File: config.mk
export PLATFORM = sky130hd
export DESIGN_NAME = sys_array_stream_fetcher
export DESIGN_NICKNAME = d
export VERILOG_FILES = /design/src/rtl/sys_array_stream_fetcher.sv
export SDC_FILE = /design/constraint.sdc
export NUM_CORES = 2
export LEC_CHECK = 0
export CORE_AREA = 5 5 313 315
export CTS_CLUSTER_SIZE = 40
export DETAILED_ROUTE_END_ITERATION = 12
export DIE_AREA = 0 0 318 320
export PLACE_DENSITY = 0.85
export SYNTH_ARGS = -nofsm -noshare
export SYNTH_HDL_FRONTEND = slang
export SYNTH_SLANG_ARGS = --single-unit
export TNS_END_PERCENT = 5
File: constraint.sdc
create_clock -name clk -period 29.9 [get_ports clk]
set_input_delay 4.485 -clock clk [delete_from_list [all_inputs] [get_ports clk]]
set_output_delay 4.485 -clock clk [all_outputs]
set_load 0.02 [all_outputs]
File: src/rtl/sys_array_stream_fetcher.sv
// Weight-stationary K x N row multiplier with valid/ready streams, bubble-carrying pipeline and deferred weight reload.
// Optional macro SYS_ARRAY_SATURATE_EN: widen the sums and clamp at the output register, raising a sticky sat flag.
module sys_array_stream_fetcher #(
    parameter int DATA_WIDTH = 8,
    parameter int ARRAY_W_W  = 3,
    parameter int ARRAY_W_L  = 4,
    parameter int ACC_WIDTH  = 16
) (
    input  logic                                             clk,
    input  logic                                             reset,
    input  logic                                             weights_load,
    input  logic [ARRAY_W_W-1:0][ARRAY_W_L-1:0][DATA_WIDTH-1:0] weights,
    output logic                                             weights_valid,
    input  logic                                             in_valid,
    output logic                                             in_ready,
    input  logic [ARRAY_W_W-1:0][DATA_WIDTH-1:0]             in_row,
    input  logic                                             in_last,
    output logic                                             out_valid,
    input  logic                                             out_ready,
    output logic [ARRAY_W_L-1:0][ACC_WIDTH-1:0]              out_row,
    output logic                                             out_last,
    output logic                                             busy,
    output logic [15:0]                                      frame_cnt,
    output logic                                             sat
);
    localparam int LAT    = ARRAY_W_W + ARRAY_W_L;
    localparam int PROD_W = 2 * DATA_WIDTH;
`ifdef SYS_ARRAY_SATURATE_EN
    localparam int SUM_W  = ACC_WIDTH + $clog2(ARRAY_W_W) + 1;
    localparam logic signed [SUM_W-1:0] ACC_MAX = {{(SUM_W-ACC_WIDTH+1){1'b0}}, {(ACC_WIDTH-1){1'b1}}};
    localparam logic signed [SUM_W-1:0] ACC_MIN = {{(SUM_W-ACC_WIDTH+1){1'b1}}, {(ACC_WIDTH-1){1'b0}}};
`else
    localparam int SUM_W  = ACC_WIDTH;
`endif
    localparam int CNT_W  = $clog2(LAT + 2);

    typedef enum logic [1:0] {IDLE, RUN, DRAIN, LOAD} state_t;

    state_t                                             r_state;
    logic                                               r_pend;
    logic                                               r_wvalid;
    logic [ARRAY_W_W-1:0][ARRAY_W_L-1:0][DATA_WIDTH-1:0] r_weights;
    logic [LAT-1:0]                                     r_vld_p;
    logic [LAT-1:0]                                     r_last_p;
    logic [ARRAY_W_W-1:0][DATA_WIDTH-1:0]               r_row_p [ARRAY_W_W];
    logic signed [SUM_W-1:0]                            r_acc_p [1:LAT-1][ARRAY_W_L];
    logic                                               r_out_valid;
    logic                                               r_out_last;
    logic [ARRAY_W_L-1:0][ACC_WIDTH-1:0]                r_out_row;
    logic [CNT_W-1:0]                                   r_cnt;
    logic                                               r_busy;
    logic [15:0]                                        r_frame_cnt;

    logic                                               w_en;
    logic                                               w_accept;
    logic                                               w_hs;
    logic [CNT_W-1:0]                                   w_cnt_next;

    function automatic logic signed [SUM_W-1:0] mac_term(input logic signed [DATA_WIDTH-1:0] a,
                                                         input logic signed [DATA_WIDTH-1:0] b);
        logic signed [PROD_W-1:0] ax;
        logic signed [PROD_W-1:0] bx;
        logic signed [PROD_W-1:0] p;
        ax = {{DATA_WIDTH{a[DATA_WIDTH-1]}}, a};
        bx = {{DATA_WIDTH{b[DATA_WIDTH-1]}}, b};
        p  = ax * bx;
        return SUM_W'(p);
    endfunction

    function automatic logic [ACC_WIDTH-1:0] clamp_acc(input logic signed [SUM_W-1:0] v);
`ifdef SYS_ARRAY_SATURATE_EN
        if (v > ACC_MAX) return ACC_MAX[ACC_WIDTH-1:0];
        if (v < ACC_MIN) return ACC_MIN[ACC_WIDTH-1:0];
        return v[ACC_WIDTH-1:0];
`else
        return v;
`endif
    endfunction

    assign w_en     = !(r_out_valid && !out_ready);
    assign in_ready = w_en && r_wvalid && (r_state == RUN) && !r_pend;
    assign w_accept = in_valid && in_ready;
    assign w_hs     = r_out_valid && out_ready;

    always_comb begin
        w_cnt_next = r_cnt;
        if (w_accept && !w_hs)
            w_cnt_next = r_cnt + CNT_W'(1);
        else if (!w_accept && w_hs)
            w_cnt_next = r_cnt - CNT_W'(1);
    end

    // Weight reload waits for an empty pipeline so in-flight beats never see new weights.
    always_ff @(posedge clk or posedge reset) begin
        if (reset) begin
            r_state   <= IDLE;
            r_pend    <= 1'b0;
            r_wvalid  <= 1'b0;
            r_weights <= '0;
        end else begin
            case (r_state)
                IDLE: begin
                    if (weights_load) begin
                        r_weights <= weights;
                        r_wvalid  <= 1'b1;
                    end
                    if (r_wvalid) r_state <= RUN;
                end
                RUN: begin
                    if (weights_load) r_pend <= 1'b1;
                    if (r_pend) r_state <= DRAIN;
                end
                DRAIN: if (!r_busy) r_state <= LOAD;
                LOAD: begin
                    r_weights <= weights;
                    r_pend    <= 1'b0;
                    r_state   <= RUN;
                end
                default: r_state <= IDLE;
            endcase
        end
    end

    // Stage p0 captures the row; stages 1..K each add one product; the rest align to the output register.
    always_ff @(posedge clk or posedge reset) begin
        if (reset) begin
            r_vld_p  <= '0;
            r_last_p <= '0;
            for (int s = 0; s < ARRAY_W_W; s++) r_row_p[s] <= '0;
            for (int s = 1; s < LAT; s++)
                for (int j = 0; j < ARRAY_W_L; j++) r_acc_p[s][j] <= '0;
            r_out_valid <= 1'b0;
            r_out_last  <= 1'b0;
            r_out_row   <= '0;
            r_cnt       <= '0;
            r_busy      <= 1'b0;
            r_frame_cnt <= '0;
        end else begin
            r_cnt  <= w_cnt_next;
            r_busy <= (w_cnt_next != '0);
            if (w_hs && r_out_last) r_frame_cnt <= r_frame_cnt + 16'd1;
            if (w_en) begin
                r_vld_p    <= {r_vld_p[LAT-2:0], w_accept};
                r_last_p   <= {r_last_p[LAT-2:0], w_accept && in_last};
                r_row_p[0] <= in_row;
                for (int s = 1; s < ARRAY_W_W; s++) r_row_p[s] <= r_row_p[s-1];
                for (int j = 0; j < ARRAY_W_L; j++) begin
                    r_acc_p[1][j] <= mac_term(r_row_p[0][0], r_weights[0][j]);
                    for (int s = 2; s <= ARRAY_W_W; s++)
                        r_acc_p[s][j] <= r_acc_p[s-1][j] + mac_term(r_row_p[s-1][s-1], r_weights[s-1][j]);
                    for (int s = ARRAY_W_W + 1; s < LAT; s++)
                        r_acc_p[s][j] <= r_acc_p[s-1][j];
                    r_out_row[j] <= clamp_acc(r_acc_p[LAT-1][j]);
                end
                r_out_valid <= r_vld_p[LAT-1];
                r_out_last  <= r_last_p[LAT-1];
            end
        end
    end

`ifdef SYS_ARRAY_SATURATE_EN
    logic r_sat;
    logic w_clip;

    always_comb begin
        w_clip = 1'b0;
        for (int j = 0; j < ARRAY_W_L; j++)
            if (r_acc_p[LAT-1][j] > ACC_MAX || r_acc_p[LAT-1][j] < ACC_MIN) w_clip = 1'b1;
    end

    always_ff @(posedge clk or posedge reset) begin
        if (reset)
            r_sat <= 1'b0;
        else if (w_en && r_vld_p[LAT-1] && w_clip)
            r_sat <= 1'b1;
    end

    assign sat = r_sat;
`else
    assign sat = 1'b0;
`endif

    assign weights_valid = r_wvalid;
    assign out_valid     = r_out_valid;
    assign out_row       = r_out_row;
    assign out_last      = r_out_last;
    assign busy          = r_busy;
    assign frame_cnt     = r_frame_cnt;
endmodule

==> key figures <==
Outcome
  • Run status: finished, final reports clean

Worst setup path
  • Worst path most repeated cell: clkdlybuf4s50_1
  • Setup crit start kind: input pin
  • FF-to-FF path depth: 17
  • Reg-to-reg setup timing slack: 23.75 ns
  • CP delay by family, top: buffers and inverters
  • Critical path data arrival time: 6.58 ns
  • CP Data Required Time: 25.42 ns
  • FF-to-FF End: r_acc_p[239]$_DFFE_PP0N_
  • Max incr delay on CP: 0.63 ns
  • CP Buf/Inv Count: 2
  • CP Cell Sequence: clkdlybuf4s50_1, nand2b_4, and3_4, clkdlybuf4s50_1
  • Critical Path Sink Type: output port
  • Slowest cell on crit path: clkdlybuf4s50_1
  • Crit-path max FO: 50
  • Origin of the critical flop-to-flop path: r_row_p[23]$_DFFE_PP0N_
  • Crit path kind: input pin to output port

Logic synthesis
  • Mapped Area: 56300 um2
  • Unique masters post-synth: 69
  • Sequential fraction of the synthesis area: 0.282
  • Yosys Warn Count: 0
  • Post-Synth Simple-Gate Area: 0.170
  • Asr flop ratio synth: 1.00
  • Post-synthesis xor/xnor area fraction: 0.0328
  • Syn nets: 7181
  • Synth top area share: 0.282
  • Largest family of logic cells by synthesized area: adder cells
  • Syn Area/Cell: 9.62 um2
  • Area fraction in compound gates after synthesis: 0.0477
  • Post-synth top area cell: dfrtp_1
  • Adder-Cell Fraction of Synth Area: 0.374
  • Synth area leaders: dfrtp_1 28%, fa_1 28%, nand2_1 9.6%
  • Mux cell area share after synthesis: 0.0206
  • Most common cell in the netlist: nand2_1
  • Synth Register Bits: 633
  • Top FF cell, synth: dfrtp_1
  • Post-synth EDFFs: 0
  • Synth Instances: 5847
  • Top cells by count, synth: 1443 x nand2_1, 862 x inv_1, 788 x fa_1

Detailed routing
  • WL per Instance: 17.4 um
  • Final ANT Viol Nets: 0
  • Met1 WL: 49.1 mm
  • Vias after detailed routing: 39460
  • Routed vias/inst: 5.42
  • Metal2 WL: 62.7 mm
  • Met3 WL post-DR: 7.48 mm
  • DR DRC count: 0
  • Uppermost layer routed: met4
  • DR pass1 iterations: 5
  • DRT iter0 DRCs: 2832
  • Routed WL: 126 mm

Clock network
  • CTS Buf Count: 72
  • H-tree depth: 3
  • Clock sink count: 633
  • Post-CTS sizing: 0
  • Clock-pin slew on the worst setup and hold paths: 0.06 ns
  • Setup bufs post-CTS: 0
  • CTS tree: built
  • Worst-skew pair later-pin latency: 0.67 ns
  • Root Driver: clkbuf_16
  • Post-CTS Hold Buffers: 0
  • Clock Tree Buf Depth: 3

Timing
  • Final worst slack: 18.84 ns
  • RSZ-0062 raised after global routing: no
  • Max Slew Vio Count: 0
  • Worst slew pin tran: 1.13 ns
  • Worst Skew: 0.0453 ns
  • Fin. Hold Viols: 0
  • FMAX: 0.0904 GHz
  • Fin crit period: 11.06 ns
  • Setup violations, final: 0
  • Setup TNS: 0 ns
  • Slew HR: 0.245
  • Fin crit share: 0.370

Final layout
  • Design area: 61900 um2
  • Share of cells above drive strength 1: 0.0409
  • Area of the multi-input gates: 36300 um2
  • Final Net Count: 7288
  • Area grow syn2layout: 10.0%
  • Reg area: 15800 um2
  • Fillcell total: 7098
  • # diodes: 0

Floorplan
  • Die height: 320 um
  • Core area: 94600 um2
  • Initial core utilization: 0.595
  • Die area: 102000 um2
  • Rows: 113
  • IO Pins: 212
  • DIE WIDTH: 318 um

Placement
  • DP Area: 59500 um2
  • Routability cong.: 0.907
  • Dpl ws: 18.84 ns
  • Hpwl dp: 95.9 mm
  • Port-buffer cells: 210

Global route
  • Overflow after GRT: 0
  • Largest net degree at the start of global routing: 225
  • Initial antenna violation count: 1
  • First-pass GRT wire length: 215 mm
  • GRT Total Usage: 0.257
  • Number of global-route vias before repair: 43251

Flow run
  • Max Cap Violations: 0

Min path
  • Worst Hold Depth: 2
  • Hold-critical path endpoint: r_acc_p[36]$_DFFE_PP0N_
  • Hold wc startpoint: r_acc_p[100]$_DFFE_PP0N_
  • Hold Crit Class: flip-flop to flip-flop
## cell families (layout without fill, tap and decap cells)
family                     count (synthesis)  count (layout)
DFF                                      633             633
AOI/OAI and AO/OA                        431             431
buffers and inverters                   1086            1248
other                                      1               1
xor gates and xnor gates                 211             211
muxes                                    103             103
adders and majority gates               1208            1208
and+or+nand+nor                         2174            2174
## per-stage QoR
stage                     hold WS (ns)  utilization  instances
after floorplan                  0.430            -       5847
after global placement           0.444        0.629       7145
after detailed placement         0.453        0.629       7145
after CTS                        0.453        0.655       7274
after global routing             0.475        0.655       7274
final                            0.453        0.655       7274
## flip-flops by register name, summed over array words and instances, names as in the netlist
register and cells:
out_valid 1, frame_cnt 16, busy 1, out_last 1, out_row 64, r_weights 96, weights_valid 1, r_pend 1
r_row_p 48, r_last_p 7, r_vld_p 7, r_state 2, r_acc_p 384, r_cnt 4
## layout make-up
type                       instances  area share
clock buffer                      98      0.0331
inverter                         867      0.0527
sequential                       633       0.256
tap                             1265      0.0256
timing repair buffer             252      0.0394
clock inverter                    31     0.00673
multi-input combinational       4128       0.587
## layer usage
| metal | vias to the layer above | track usage |
|---|---|---|
| met5 | - | 0 |
| met3 | 330 | 0.0427 |
| met2 | 1176 | 0.444 |
| met1 | 19887 | 0.318 |
| met4 | 0 | 0.123 |
| li1 | 18067 | - |
## worst max-delay path by stage
stage | start | end | slack (ns) | depth (start not counted)
5_1_grt | out_ready | in_ready | 18.74 | 4
3_5_place_dp | out_ready | in_ready | 18.84 | 4
6_report | out_ready | in_ready | 18.84 | 4
2_1_floorplan | reset | busy$_DFF_PP0_ | 7.68 | 1
3_3_place_gp | out_ready | in_ready | 18.88 | 4
4_1_cts | out_ready | in_ready | 18.82 | 4
## worst min-delay path, delay by kind of cell (launching register included)
kind,cells,cell delay [ns]
AND/OR/NAND/NOR,2,0.10
flip-flops,1,0.34
## layout by cell type, fill, tap and decap left out, types with 30 or more instances in the layout
cell and instances:
nand2_1 1443, inv_1 861, fa_1 788, dfrtp_1 633, ha_1 420, and2_1 407, clkdlybuf4s50_1 210, xnor2_1 164
nor2_1 161, a21oi_1 105, o21ai_0 97, mux2_2 73, clkbuf_16 72, xor2_1 47, o21ai_1 41, buf_4 40
nand2b_1 34, a21o_1 33, o21a_1 30
Power is not shown: default switching activity piles up to over one toggle a cycle in this logic, so the estimate is an artifact.
